File: src/rtl/spi_debug_host.sv
// spi_debug_host: turns a parallel address/data command into one
// 16-bit mode-0 SPI debug write frame and returns the MISO word.
module spi_debug_host #(
  parameter int HALF_DIV = 2,
  parameter int GAP_CYC  = 4
) (
  input  logic        clk25,
  input  logic        reset_n,
  input  logic        cmd_valid,
  output logic        cmd_ready,
  input  logic [7:0]  cmd_addr,
  input  logic [7:0]  cmd_wdata,
  output logic        rsp_valid,
  output logic [15:0] rsp_rdata,
  output logic        busy,
  output logic        spi_clk,
  output logic        spi_cs,
  output logic        spi_si,
  input  logic        spi_so
);

  typedef enum logic [2:0] {
    IDLE,
    SETUP,
    SHIFT,
    HOLD,
    GAP
  } state_t;

  localparam logic [7:0] HD_M1 = 8'(HALF_DIV - 1);
  localparam logic [7:0] GP_M1 = 8'(GAP_CYC - 1);

  state_t      r_state;
  logic [7:0]  r_cnt;
  logic [3:0]  r_bit;
  logic [15:0] r_tx;
  logic [15:0] r_rx;
  logic [15:0] r_rdata;
  logic        r_ready;
  logic        r_busy;
  logic        r_rsp;
  logic        r_sck;
  logic        r_cs;
  logic        r_si;
  logic        r_so_meta;
  logic        r_so_sync;

  logic        w_accept;
  logic        w_cnt_end;

  assign w_accept  = cmd_valid & r_ready;
  assign w_cnt_end = (r_cnt == HD_M1);

  assign cmd_ready = r_ready;
  assign busy      = r_busy;
  assign rsp_valid = r_rsp;
  assign rsp_rdata = r_rdata;
  assign spi_clk   = r_sck;
  assign spi_cs    = r_cs;
  assign spi_si    = r_si;

  // MISO is asynchronous to clk25
  always_ff @(posedge clk25 or negedge reset_n) begin
    if (!reset_n) begin
      r_so_meta <= 1'b0;
      r_so_sync <= 1'b0;
    end else begin
      r_so_meta <= spi_so;
      r_so_sync <= r_so_meta;
    end
  end

  always_ff @(posedge clk25 or negedge reset_n) begin
    if (!reset_n) begin
      r_state <= IDLE;
      r_cnt   <= 8'd0;
      r_bit   <= 4'd0;
      r_tx    <= 16'd0;
      r_rx    <= 16'd0;
      r_rdata <= 16'd0;
      r_ready <= 1'b1;
      r_busy  <= 1'b0;
      r_rsp   <= 1'b0;
      r_sck   <= 1'b0;
      r_cs    <= 1'b1;
      r_si    <= 1'b0;
    end else begin
      r_rsp <= 1'b0;
      unique case (r_state)
        IDLE: begin
          if (w_accept) begin
            r_state <= SETUP;
            r_cnt   <= 8'd0;
            r_bit   <= 4'd0;
            r_tx    <= {cmd_addr, cmd_wdata};
            r_rx    <= 16'd0;
            r_ready <= 1'b0;
            r_busy  <= 1'b1;
            r_cs    <= 1'b0;
            r_si    <= cmd_addr[7];
          end
        end
        SETUP: begin
          if (w_cnt_end) begin
            r_cnt   <= 8'd0;
            r_state <= SHIFT;
          end else begin
            r_cnt <= r_cnt + 8'd1;
          end
        end
        SHIFT: begin
          if (!w_cnt_end) begin
            r_cnt <= r_cnt + 8'd1;
          end else begin
            r_cnt <= 8'd0;
            if (!r_sck) begin
              r_sck <= 1'b1;
            end else begin
              r_sck <= 1'b0;
              r_rx  <= {r_rx[14:0], r_so_sync};
              if (r_bit == 4'd15) begin
                r_state <= HOLD;
              end else begin
                r_bit <= r_bit + 4'd1;
                r_tx  <= r_tx << 1;
                r_si  <= r_tx[14];
              end
            end
          end
        end
        HOLD: begin
          if (w_cnt_end) begin
            r_cnt   <= 8'd0;
            r_state <= GAP;
            r_cs    <= 1'b1;
            r_si    <= 1'b0;
            r_rsp   <= 1'b1;
            r_rdata <= r_rx;
          end else begin
            r_cnt <= r_cnt + 8'd1;
          end
        end
        GAP: begin
          if (r_cnt == GP_M1) begin
            r_cnt   <= 8'd0;
            r_state <= IDLE;
            r_ready <= 1'b1;
            r_busy  <= 1'b0;
          end else begin
            r_cnt <= r_cnt + 8'd1;
          end
        end
        default: r_state <= IDLE;
      endcase
    end
  end

endmodule

File: config.mk
export PLATFORM = sky130hd
export DESIGN_NAME = spi_debug_host
export DESIGN_NICKNAME = d
export VERILOG_FILES = /design/src/rtl/spi_debug_host.sv
export SDC_FILE = /design/constraint.sdc
export NUM_CORES = 1
export LEC_CHECK = 0
export CORE_MARGIN = 2
export CORE_UTILIZATION = 35
export DETAILED_ROUTE_END_ITERATION = 12
export GPL_ROUTABILITY_DRIVEN = 0
export PLACE_DENSITY = 0.54
export SYNTH_ARGS = -nofsm -noshare
export SYNTH_HDL_FRONTEND = slang
export SYNTH_SLANG_ARGS = --single-unit
File: constraint.sdc
create_clock -name clk25 -period 4.2 [get_ports clk25]
set_clock_uncertainty 0.1 [all_clocks]
set_input_delay 0.42 -clock clk25 [delete_from_list [all_inputs] [get_ports clk25]]
set_output_delay 0.42 -clock clk25 [all_outputs]
set_load 0.02 [all_outputs]
==> reports/results.tsv, run 1 <==
metric	value	unit
grt_max_degree	71	
core	9240	um^2
wl_per_cell	13.8	um
worstSetupStartpointType	flip-flop	
postCtsSetupRepairBufs	0	
nNetsFinal	354	
p_per_area	331	nW/um^2
placed_area	3870	um^2
port_buffers	41	
crit_chain	nor4_4, nand3_2, buf_4, o21ai_4, mux2_2	
period_share	60.1	%
vias_per_cell	5.09	
worstPathArrival	2640	ps
first_global_vias	2267	
track_usage	13.6	%
h-tree-depth	3	
dr_total_vias	2368	
slowest_stage	nor4_4	
slew_violations	0	
worstPathMaxFanout	24	
antenna_left	0	
dieHeight	101	um
die_area	10300	um^2
ys_seq_elements	70	
setup_violations	0	
yosys.cell_types.count	50	
layout_commonest_cell	dfrtp_1	
timing.fmax	396	MHz
rsz0062_at_grt	false	
yosys_warnings	0	
slew_headroom	41.6	%
crit_type	reg -> reg	
fin_hold_ws	177	ps
async_flop_share	100	%
fin_area	4100	um^2
cp_slowest_stage_delay	630	ps
synth_cells	289	
clockBufferDepth	2	
path_buf_inv	1	
grt_overflow	0	
drt-initial-drc-count	153	
antenna_cells	0	
path_clk_slew	70	ps
ios	42	
crit_family	simple AND/OR/NAND/NOR gates	
cellLeakagePower	0.00172	uW
drc	0	
area_growth	23.4	%
drive_gt1_share	24.4	%
num_rows	35	
ir_drop	0.165	mV
cts_resized	0	
worstHoldPathType	in -> async	
hold_violations	0	
antenna_found_initial	0	
clock_latency	340	ps
cts_root_buf	clkbuf_8	
p_total	1360	uW
layout_common_cells	dfrtp_1 (68), mux2_2 (46), clkdlybuf4s50_1 (40)	
cts_buffers	9	
start_util	36.0	%
dr.pass1.iters	4	
synth_flop_cell	dfrtp_1	
final_cells	465	
worstMarginPinSlew	877	ps
fill_cells	908	
tritoncts	done	
die_w	101	um
finalWorstPathRequiredPeriod	2520	ps
syn_avg_cell_area	11.5	um^2
syn_nets	312	
netlist_area	3320	um^2
cts_hold_buf	0	
cap_viol_max_count	0	
status	complete, no violations	
cts.sinks	70	
routed_wl	6420	um
place_inst	449	
ys_seq_area_share	52.8	%
tns	0	ps
end_kind	flip-flop	
cp_data_required_time	4320	ps
dp_hpwl	4180	um
synth_edf_count	0	
grt_pass1_wl	11100	um
path summary, 6_finish.rpt:
check / start / endpoint / slack (ps) / cells after the start
min in group clk25: r_so_meta / r_so_sync / 260 / 0
setup reg to reg: r_cnt[3] / r_tx[5] / 1680 / 5
max in group asynchronous: reset_n / r_cnt[2] / 3260 / 2
hold / removal: reset_n / rsp_rdata[2] / 180 / 2
setup / recovery: r_cnt[3] / r_tx[5] / 1680 / 5
hold reg to reg: r_so_meta / r_so_sync / 260 / 0
state kept, by name, summed over array words and instances, names as in the netlist:
name	flops
r_bit	4
r_tx	15
rsp_valid	1
cmd_ready	1
r_so_sync	1
spi_clk	1
rsp_rdata	16
r_state	3
spi_cs	1
r_so_meta	1
busy	1
r_rx	16
spi_si	1
r_cnt	8
power by group:
group / internal, uW / total [uW] / switching, uW
clock: 371 / 627 / 257
sequential: 682 / 685 / 3.51
combinational: 27.0 / 46.3 / 19.3
total: 1080 / 1360 / 279
layer usage:
metal / vias up / share of wire [%] / GRT usage [%]
met1: 1160 / 50 / 19.6
li1: 1147 / - / -
met4: 0 / 0.95 / 4.37
met3: 5 / 4.7 / 3.93
met5: - / 0 / 0
met2: 56 / 45 / 19.9
synth_stat cells, types with 4 or more instances:
master | n | share of area (%)
mux2_2 | 46 | 16
o211ai_1 | 19 | 4.3
nand3_1 | 7 | 1.1
inv_1 | 7 | 0.79
dfrtp_1 | 68 | 51
clkbuf_1 | 11 | 1.2
o21ai_0 | 27 | 4.1
nor2_1 | 8 | 0.90
a21oi_1 | 4 | 0.60
nand2_1 | 33 | 3.7
o21a_1 | 4 | 0.90
stage by stage:
step / util (%) / setup slack [ps]
final: 44.4 / 1680
after global routing: 44.4 / 1490
after CTS: 44.4 / 1640
after detailed placement: 41.9 / 1570
after global placement: 41.9 / 1630
after floorplan: - / 2040
final cells by class:
class                           instances  area, um^2  area share, %
Timing Repair Buffer                   46         443           10.8
Clock buffer                           12         155           3.78
Clock inverter                          4        77.6           1.89
Tap cell                              129         161           3.94
Inverter                                7        26.3          0.641
Multi-Input combinational cell        197        1480           36.2
Sequential cell                        70        1750           42.8
cell families after synthesis:
kind of cell,synth area share [%]
adders and majority gates,1.13
muxes,15.9
AOI/OAI and AO/OA,15.7
buffers and inverters,2.71
and+or+nand+nor,11.0
DFF,52.8
xor gates and xnor gates,0.791
No activity file was read; power rests on OpenSTA's default activity.
==> inputs of run 2 (changes only) <==
Clock period 4.2 ns to 2.55 ns, I/O delays scaled along.
==> run 2 against run 1 <==
Effect of this change:
- count of clock-buffer cells in the layout shrank 3
- maximum frequency grew 13%
- flip-flop and latch count is the same
- wire length grew 2.7%
- die area is the same
- highest routed layer unchanged
==> reports/results.tsv, run 2 (synthesized netlist as in run 1, its figures left out) <==
metric	value	unit	change
worstSetupStartpointType	flip-flop		unchanged
drt-initial-drc-count	162		was 153
timing.fmax	448	MHz	was 396 MHz
cp.depth	5		unchanged
port_buffers	41		unchanged
antenna_left	0		unchanged
hold_violations	0		unchanged
cap_viol_max_count	0		unchanged
worstPathArrival	2400	ps	was 2640 ps
core	9240	um^2	unchanged
layout_common_cells	dfrtp_1 (68), mux2_2 (46), clkdlybuf4s50_1 (40)		unchanged
path_clk_slew	90	ps	was 70 ps
cellLeakagePower	0.00177	uW	was 0.00172 uW
cts_root_buf	clkbuf_8		unchanged
fill_cells	884		was 908
r2r_end	r_rx[8]		was r_tx[5]
routed_wl	6590	um	was 6420 um
track_usage	14.1	%	was 13.6%
finalWorstPathRequiredPeriod	2230	ps	was 2520 ps
period_share	87.5	%	was 60.1%
start_util	36.0	%	unchanged
worstHoldPathType	in -> async		unchanged
ir_drop	0.230	mV	was 0.165 mV
path_buf_inv	1		unchanged
finalWorstSetupSlack	318	ps	was 1680 ps
worstPathMaxFanout	20		was 24
setup_violations	0		unchanged
die_w	101	um	unchanged
cts_buffers	9		unchanged
grt_overflow	0		unchanged
rrSetupSlack	320	ps	was 1680 ps
r2r_start	r_cnt[3]		unchanged
tritoncts	done		unchanged
cts.sinks	70		unchanged
h-tree-depth	3		unchanged
endpoint	r_rx[8]		was r_tx[5]
grt_pass1_wl	11500	um	was 11100 um
critPathLaunch	r_cnt[3]		unchanged
cp_slowest_stage_delay	450	ps	was 630 ps
status	complete, no violations		unchanged
antenna_found_initial	0		unchanged
clockBufferDepth	2		unchanged
crit_family	simple AND/OR/NAND/NOR gates		unchanged
dieHeight	101	um	unchanged
vias_per_cell	5.01		was 5.09
num_rows	35		unchanged
dr_total_vias	2387		was 2368
postCtsSetupRepairBufs	0		unchanged
slew_violations	0		unchanged
area_growth	26.0	%	was 23.4%
final_cells	476		was 465
first_global_vias	2358		was 2267
place_inst	459		was 449
grt_max_degree	38		was 71
clock_latency	350	ps	was 340 ps
worstMarginPinSlew	556	ps	was 877 ps
wl_per_cell	13.8	um	about the same
layout_commonest_cell	dfrtp_1		unchanged
ff2ff_path_depth	5		unchanged
antenna_cells	0		unchanged
tns	0	ps	unchanged
die_area	10300	um^2	unchanged
slowest_stage	dfrtp_1		was nor4_4
slew_headroom	62.0	%	was 41.6%
dr.pass1.iters	4		unchanged
crit_chain	nor4_4, nand3_2, buf_4, o21a_1, o21ai_0		was nor4_4, nand3_2, buf_4, o21ai_4, mux2_2
nNetsFinal	365		was 354
drive_gt1_share	26.8	%	was 24.4%
cp_data_required_time	2720	ps	was 4320 ps
p_per_area	527	nW/um^2	was 331 nW/um^2
drc	0		unchanged
crit_type	reg -> reg		unchanged
rsz0062_at_grt	false		unchanged
dp_hpwl	4430	um	was 4180 um
dp_slack	275	ps	was 1570 ps
end_kind	flip-flop		unchanged
ios	42		unchanged
[run 2: where the power goes]
group / internal, uW / leakage, uW / switching (uW)
Clock: 556 / 0.000114 / 441
Combinational: 48.6 / 0.000787 / 32.7
Sequential: 1120 / 0.000874 / 5.89
Total: 1730 / 0.00177 / 480
[run 2: metal layers]
layer  routed length (um)  vias up  GRT usage (%)
li1                     -     1170              -
met4                   48        0           4.05
met5                    0        -              0
met1                 3230     1163           19.6
met2                 2980       48           21.3
met3                  328        6           4.28
[run 2: final cells by class]
cell class                 instances  area, um^2  area share, %
sequential                        70        1750           41.9
timing repair buffer              57         541           12.9
clock buffer                       9         124           2.96
inverter                           7        26.3          0.628
tap                              129         161           3.86
clock inverter                     7        96.3           2.30
multi-input combinational        197        1480           35.4
[run 2: timing repair]
action | CTS | global route
hold buffers | 1 | 0
gates resized for setup | 0 | 0
setup endpoints to repair | 0 | 0
endpoints found under the hold margin | 11 | 0
[run 2: worst min path at each step]
stage | endpoint | depth (start not counted) | slack, ps | from
finish | rsp_rdata[6] | 2 | 220 | reset_n
global route | r_so_meta | 1 | 230 | spi_so
CTS | rsp_rdata[6] | 2 | 220 | reset_n
detailed placement | rsp_rdata[2] | 1 | 70 | reset_n
global placement | rsp_rdata[2] | 1 | 70 | reset_n
floorplan | busy | 0 | -140 | reset_n
[run 2: per-stage QoR]
stage | util (%) | area (um^2) | hold slack (ps) | power, uW
final | 45.3 | 4190 | 218 | 2210
after floorplan | - | 3320 | -141 | 1170
after detailed placement | 42.8 | 3960 | 71.0 | 1230
after global routing | 45.3 | 4190 | 227 | 2300
after global placement | 42.8 | 3960 | 68.6 | 1230
after CTS | 45.3 | 4190 | 215 | 2240
